[config.mk]
export PLATFORM = sky130hd
export DESIGN_NAME = imm_encoder
export DESIGN_NICKNAME = d
export VERILOG_FILES = /design/src/rtl/imm_encoder_pkg.sv /design/src/rtl/imm_encoder_range_check.sv /design/src/rtl/imm_encoder.sv
export SDC_FILE = /design/constraint.sdc
export NUM_CORES = 1
export LEC_CHECK = 0
export BUFFER_PORTS_ARGS = -buffer_cell sky130_fd_sc_hd__buf_4
export CORE_MARGIN = 1.5
export CORE_UTILIZATION = 48
export CTS_CLUSTER_DIAMETER = 120
export CTS_CLUSTER_SIZE = 14
export DETAILED_ROUTE_END_ITERATION = 6
export PLACE_DENSITY = 0.75
export SKIP_CTS_REPAIR_TIMING = 1
export SYNTH_ARGS = -nofsm -noshare
export SYNTH_HDL_FRONTEND = slang
export SYNTH_HIERARCHICAL = 1
export SYNTH_SLANG_ARGS = --single-unit
[constraint.sdc]
create_clock -name clk -period 2.5 [get_ports clk]
set_input_delay 0 -clock clk [delete_from_list [all_inputs] [get_ports clk]]
set_output_delay 0 -clock clk [all_outputs]
set_load 0.02 [all_outputs]
[src/rtl/imm_encoder_pkg.sv]
// ---------------------------------------------------------------------------
// imm_encoder_pkg
//   Shared definitions for the instruction encoder and the core's immediate
//   extender: the instruction-format code and the immediate width of each
//   format. Also holds a helper that tests whether a value fits a signed
//   field of a given width.
// ---------------------------------------------------------------------------
package imm_encoder_pkg;

    // Instruction format selected by ImmSrc. Codes 5-7 are unused and are
    // treated as out-of-range requests by the encoder.
    typedef enum logic [2:0] {
        IMM     = 3'd0,
        STORE   = 3'd1,
        BRANCH  = 3'd2,
        JUMP    = 3'd3,
        UPP_IMM = 3'd4
    } instr_type_e;

    // Immediate field width per format, in bits, counted from the LSB of the
    // byte offset (B and J include the implicit zero LSB).
    localparam int unsigned IMM_I_BITS = 12;
    localparam int unsigned IMM_S_BITS = 12;
    localparam int unsigned IMM_B_BITS = 13;
    localparam int unsigned IMM_J_BITS = 21;
    localparam int unsigned IMM_U_BITS = 20;

    // True when value is a sign extension of its low 'bits' bits, i.e.
    // value[31:bits-1] are all equal.
    function automatic logic fits_signed(input logic [31:0] value,
                                         input int unsigned bits);
        logic [31:0] upper;
        upper = $signed(value) >>> (bits - 1);
        return (upper == '0) || (upper == '1);
    endfunction

endpackage

[src/rtl/imm_encoder_range_check.sv]
// ---------------------------------------------------------------------------
// imm_range_check
//   Combinational range check of a byte-offset immediate against the format
//   it will be packed into.
//   i_imm_src : format code (instr_type_e values, 5-7 unused)
//   i_imm     : signed immediate
//   o_err     : 1 when the immediate cannot be represented exactly
// ---------------------------------------------------------------------------
module imm_range_check
    import imm_encoder_pkg::*;
(
    input  logic [2:0]  i_imm_src,
    input  logic [31:0] i_imm,
    output logic        o_err
);

    // NOTE: every variable assigned in always_comb gets a default first, so
    // no path leaves it unassigned and no latch is inferred.
    always_comb begin
        o_err = 1'b1;
        case (i_imm_src)
            IMM:     o_err = !fits_signed(i_imm, IMM_I_BITS);
            STORE:   o_err = !fits_signed(i_imm, IMM_S_BITS);
            BRANCH:  o_err = !fits_signed(i_imm, IMM_B_BITS) || i_imm[0];
            JUMP:    o_err = !fits_signed(i_imm, IMM_J_BITS) || i_imm[0];
            // The U-type field holds bits [31:12]; the low 12 must be zero.
            UPP_IMM: o_err = (i_imm[31-IMM_U_BITS:0] != '0);
            default: o_err = 1'b1;
        endcase
    end

endmodule

[src/rtl/imm_encoder.sv]
// ---------------------------------------------------------------------------
// imm_encoder
//   Two-stage pipelined RISC-V instruction encoder with valid/ready flow
//   control. S1 registers the request and its range-check result; S2 packs
//   the fields into the output register. Saturating counters tally emitted
//   words with and without the error flag.
//   clk, rst_n              : clock, async active-low reset
//   in_valid / in_ready     : request handshake
//   in_ImmSrc               : format code (instr_type_e)
//   in_opcode, in_rd, in_rs1, in_rs2, in_funct3, in_imm : request fields
//   out_valid / out_ready   : result handshake
//   out_instr, out_err      : packed word and its out-of-range flag
//   cnt_ok, cnt_err         : saturating counts of emitted words
// ---------------------------------------------------------------------------
module imm_encoder
    import imm_encoder_pkg::*;
#(
    parameter int INSTR_WIDTH = 32,
    parameter int CNT_WIDTH   = 16
) (
    input  logic                   clk,
    input  logic                   rst_n,
    input  logic                   in_valid,
    output logic                   in_ready,
    input  logic [2:0]             in_ImmSrc,
    input  logic [6:0]             in_opcode,
    input  logic [4:0]             in_rd,
    input  logic [4:0]             in_rs1,
    input  logic [4:0]             in_rs2,
    input  logic [2:0]             in_funct3,
    input  logic [31:0]            in_imm,
    output logic                   out_valid,
    input  logic                   out_ready,
    output logic [INSTR_WIDTH-1:0] out_instr,
    output logic                   out_err,
    output logic [CNT_WIDTH-1:0]   cnt_ok,
    output logic [CNT_WIDTH-1:0]   cnt_err
);

    // S1 state
    logic        r_s1_valid;
    logic [2:0]  r_s1_src;
    logic [6:0]  r_s1_opcode;
    logic [4:0]  r_s1_rd;
    logic [4:0]  r_s1_rs1;
    logic [4:0]  r_s1_rs2;
    logic [2:0]  r_s1_funct3;
    logic [31:0] r_s1_imm;
    logic        r_s1_err;

    // S2 / output state
    logic                   r_out_valid;
    logic [INSTR_WIDTH-1:0] r_out_instr;
    logic                   r_out_err;
    logic [CNT_WIDTH-1:0]   r_cnt_ok;
    logic [CNT_WIDTH-1:0]   r_cnt_err;

    logic        w_s2_adv;
    logic        w_s1_adv;
    logic        w_in_err;
    logic [31:0] w_packed;

    // S2 moves when its word is gone or leaving; S1 moves when empty or S2
    // takes its word. in_ready therefore follows out_ready combinationally,
    // which lets a full pipeline keep streaming without a bubble.
    assign w_s2_adv = !r_out_valid || out_ready;
    assign w_s1_adv = !r_s1_valid || w_s2_adv;
    assign in_ready = w_s1_adv;

    imm_range_check u_range_check (
        .i_imm_src (in_ImmSrc),
        .i_imm     (in_imm),
        .o_err     (w_in_err)
    );

    // NOTE: sequential state uses non-blocking assignments so every register
    // samples the pre-edge values of the others.
    always_ff @(posedge clk or negedge rst_n) begin
        if (!rst_n) begin
            r_s1_valid <= 1'b0;
        end else if (w_s1_adv) begin
            r_s1_valid <= in_valid;
        end
    end

    // NOTE: the S1 payload is not reset; r_s1_valid qualifies it, so a
    // reset value would never be observed.
    always_ff @(posedge clk) begin
        if (w_s1_adv && in_valid) begin
            r_s1_src    <= in_ImmSrc;
            r_s1_opcode <= in_opcode;
            r_s1_rd     <= in_rd;
            r_s1_rs1    <= in_rs1;
            r_s1_rs2    <= in_rs2;
            r_s1_funct3 <= in_funct3;
            r_s1_imm    <= in_imm;
            r_s1_err    <= w_in_err;
        end
    end

    // Field packing; an out-of-range immediate is truncated by the same bit
    // selection. Unused codes pack as I-type.
    always_comb begin
        w_packed = {r_s1_imm[11:0], r_s1_rs1, r_s1_funct3, r_s1_rd, r_s1_opcode};
        case (r_s1_src)
            STORE:   w_packed = {r_s1_imm[11:5], r_s1_rs2, r_s1_rs1, r_s1_funct3,
                                 r_s1_imm[4:0], r_s1_opcode};
            BRANCH:  w_packed = {r_s1_imm[12], r_s1_imm[10:5], r_s1_rs2, r_s1_rs1,
                                 r_s1_funct3, r_s1_imm[4:1], r_s1_imm[11], r_s1_opcode};
            JUMP:    w_packed = {r_s1_imm[20], r_s1_imm[10:1], r_s1_imm[11],
                                 r_s1_imm[19:12], r_s1_rd, r_s1_opcode};
            UPP_IMM: w_packed = {r_s1_imm[31:12], r_s1_rd, r_s1_opcode};
            default: ;
        endcase
    end

    always_ff @(posedge clk or negedge rst_n) begin
        if (!rst_n) begin
            r_out_valid <= 1'b0;
            r_out_instr <= '0;
            r_out_err   <= 1'b0;
        end else if (w_s2_adv) begin
            r_out_valid <= r_s1_valid;
            // Hold the last word when no new one arrives.
            if (r_s1_valid) begin
                r_out_instr <= w_packed;
                r_out_err   <= r_s1_err;
            end
        end
    end

    always_ff @(posedge clk or negedge rst_n) begin
        if (!rst_n) begin
            r_cnt_ok  <= '0;
            r_cnt_err <= '0;
        end else if (r_out_valid && out_ready) begin
            if (r_out_err) begin
                if (r_cnt_err != '1) r_cnt_err <= r_cnt_err + 1'b1;
            end else begin
                if (r_cnt_ok != '1) r_cnt_ok <= r_cnt_ok + 1'b1;
            end
        end
    end

    assign out_valid = r_out_valid;
    assign out_instr = r_out_instr;
    assign out_err   = r_out_err;
    assign cnt_ok    = r_cnt_ok;
    assign cnt_err   = r_cnt_err;

endmodule

==> impl_metrics.ini <==
[routing]
via_per_inst = 5.34
vias = 4128
drt-initial-drc-count = 285
firstDrtPassIters = 5
post_drt_wl_per_cell_um = 16.5
drc = 0
routed_wirelength_mm = 12.7
ant_nets = 0

[timing]
rsz0062_at_grt = false
period_share_pct = 82.7
slew_headroom_pct = 41.7
fin_tns_setup_ns = 0
finalClockSkew_ns = 0.0105
final_hold_viol_count = 0
slew_violations = 0
setup_violations = 0
fin_crit_ns = 2.07
tightest_slew_ns = 0.874
max_freq_mhz = 484

[cts]
cts-htree-levels = 4
cts_buffers = 17
ctsRootBufferMaster = clkbuf_8
cts_sinks = 128
insertion_delay_ns = 0.51
cts_tree = done
cts_buffer_depth = 2
path_clk_slew_ns = 0.06

[yosys]
synth.cell_area_mm2 = 0.00527
synth_edf_count = 61
synth_nets = 480
synth_top_cell_by_area = edfxtp_1
synth_top_area_share_pct = 34.8
ys_types = 46
seq_area_frac_synth_pct = 66.6
synthTopCellsByArea = edfxtp_1 35%, dfrtp_1 32%, nand2_1 4.3%
synth-seq-cells = 128
synthCells = 414
yosysWarnings = 6
synth_ff_type = dfrtp_1
syn-mean-instance-area_um2 = 12.7
async_flop_share_pct = 52.3

[final_layout]
fill_cells = 731
antenna_cells = 0
drive_above_1_share_pct = 28.4
final_cell_mix = 135 x buf_4, 67 x dfrtp_1, 64 x dlygate4sd3_1
multi_input_area_mm2 = 0.00169
nets = 686
final_common_cell = buf_4
area_growth_pct = 44.5
register_area_mm2 = 0.00351

[critical_path]
required_ns = 2.89
critPathCaptureType = flip-flop
start_kind = flip-flop
worst_r2r_endpoint = cnt_ok[1]
reg2reg_from = cnt_ok[0]
cp_max_fo = 10
critPathKind = flip-flop to flip-flop
crit_chain = ha_1 -> nand4_1 -> nor4_2 -> buf_4 -> nor2_1 -> mux2_2
cp.buffers_inverters = 1
path_delay_family = simple AND/OR/NAND/NOR gates
crit_path_start = cnt_ok[0]
critPathSlowestCell = nor4_2
r2r_cells = 6
crit_path_end = cnt_ok[1]
path_depth = 6
critPathArrivalTime_ns = 2.46
regToRegSetupSlack_ns = 0.43
cp_slowest_stage_delay_ns = 0.50

[run_status]
run_status = finished clean

[floorplanning]
coreArea_mm2 = 0.0108
ios = 131
die_y_um = 108
fp.dieW_um = 108
initial_utilization_pct = 48.8
dieArea_mm2 = 0.0116
rows = 38

[flow_run]
maxCapViolations = 0

[power]
irDropWorstVdd_uv = 454
p_leak_nw = 3.30
power_density_mw_per_mm2 = 789
p_total_mw = 6.01

[placement]
hpwl_mm = 7.83
io_buffers = 130
gp_congestion = 0.865

[global_route]
grt_pass1_vias = 3734
grt_usage_pct = 20.7
grt_pass1_wl_mm = 18.1
antenna_found_initial = 0
grt_overflow_total = 0
grt_max_degree = 68

[min_path]
min_path_type = primary input to async pin
## logic make-up after synthesis
family / synth area share, %
AND/OR/NAND/NOR: 16.1
flip-flops: 66.6
multiplexers: 3.85
XOR/XNOR: 4.99
buffers and inverters: 1.42
AO/OA/AOI/OAI: 6.58
adder cells (fa/ha/maj): 0.475
## sequential cells by signal (all words and copies together) (netlist names), 3 cells and up
register	cells
cnt_err	16
cnt_ok	16
out_instr	32
r_s1_funct3	3
r_s1_imm	32
r_s1_opcode	7
r_s1_rd	5
r_s1_rs1	5
r_s1_rs2	5
r_s1_src	3
## power by group
group / internal, mW / switching, mW / leakage (nW)
Combinational: 0.524 / 0.599 / 1.62
Sequential: 2.47 / 0.218 / 1.42
Clock: 1.33 / 0.871 / 0.255
Total: 4.32 / 1.69 / 3.30
## final cells by class
| cell class | instances | share of cell area, % |
|---|---|---|
| flip-flops and latches | 128 | 46.1 |
| multi-input cells | 268 | 22.2 |
| repair buffers | 201 | 22.2 |
| clock buffers | 20 | 5.72 |
| well taps | 140 | 2.30 |
| clock inverters | 12 | 1.23 |
| inverters | 4 | 0.197 |
## stage by stage
| stage | hold slack (ns) | std cells | utilization, % | setup slack [ns] | cell area [µm²] |
|---|---|---|---|---|---|
| 2_1_floorplan | -0.296 | 414 | - | 0.473 | 5270 |
| 3_3_place_gp | 0.166 | 677 | 59.7 | 0.561 | 6450 |
| 3_5_place_dp | 0.178 | 677 | 59.7 | 0.448 | 6450 |
| 4_1_cts | -0.371 | 709 | 64.6 | 0.444 | 6980 |
| 5_1_grt | 0.179 | 773 | 70.6 | 0.257 | 7620 |
| 6_report | 0.153 | 773 | 70.6 | 0.433 | 7620 |
## routing by layer
layer,share of wire (%),global-route usage (%),wire length [µm]
met1,41,25.7,5170
met2,50,33.9,6410
met3,6.9,5.27,873
met4,2.1,9.68,264
met5,0,0,0
## cells in the mapped netlist, types with 2 or more instances
master	count
inv_1	4
mux2_2	2
ha_1	2
clkbuf_1	8
nor2b_1	3
nand3_1	11
a21oi_1	13
and2_1	2
nor2_1	14
nor4b_1	2
nor4_2	3
buf_2	6
xnor2_1	6
a21o_1	2
nor3b_1	5
nand3b_1	3
xor2_1	24
and4_1	2
nand2b_1	3
and3_1	4
a221oi_1	5
dfrtp_1	67
nor4_1	14
mux2i_1	18
nor3_2	3
edfxtp_1	61
o21ai_0	23
a31oi_1	4
nand4_1	18
nor3_1	7
nand2_1	60
## how the worst min path moves through the flow
stage / end / slack (ns)
floorplan: cnt_err[0] / -0.30
global placement: cnt_ok[14] / 0.17
detailed placement: cnt_ok[14] / 0.18
CTS: cnt_ok[14] / -0.37
global route: r_s1_rs2[4] / 0.18
finish: cnt_ok[15] / 0.15
(Power assumes the default switching activity.)
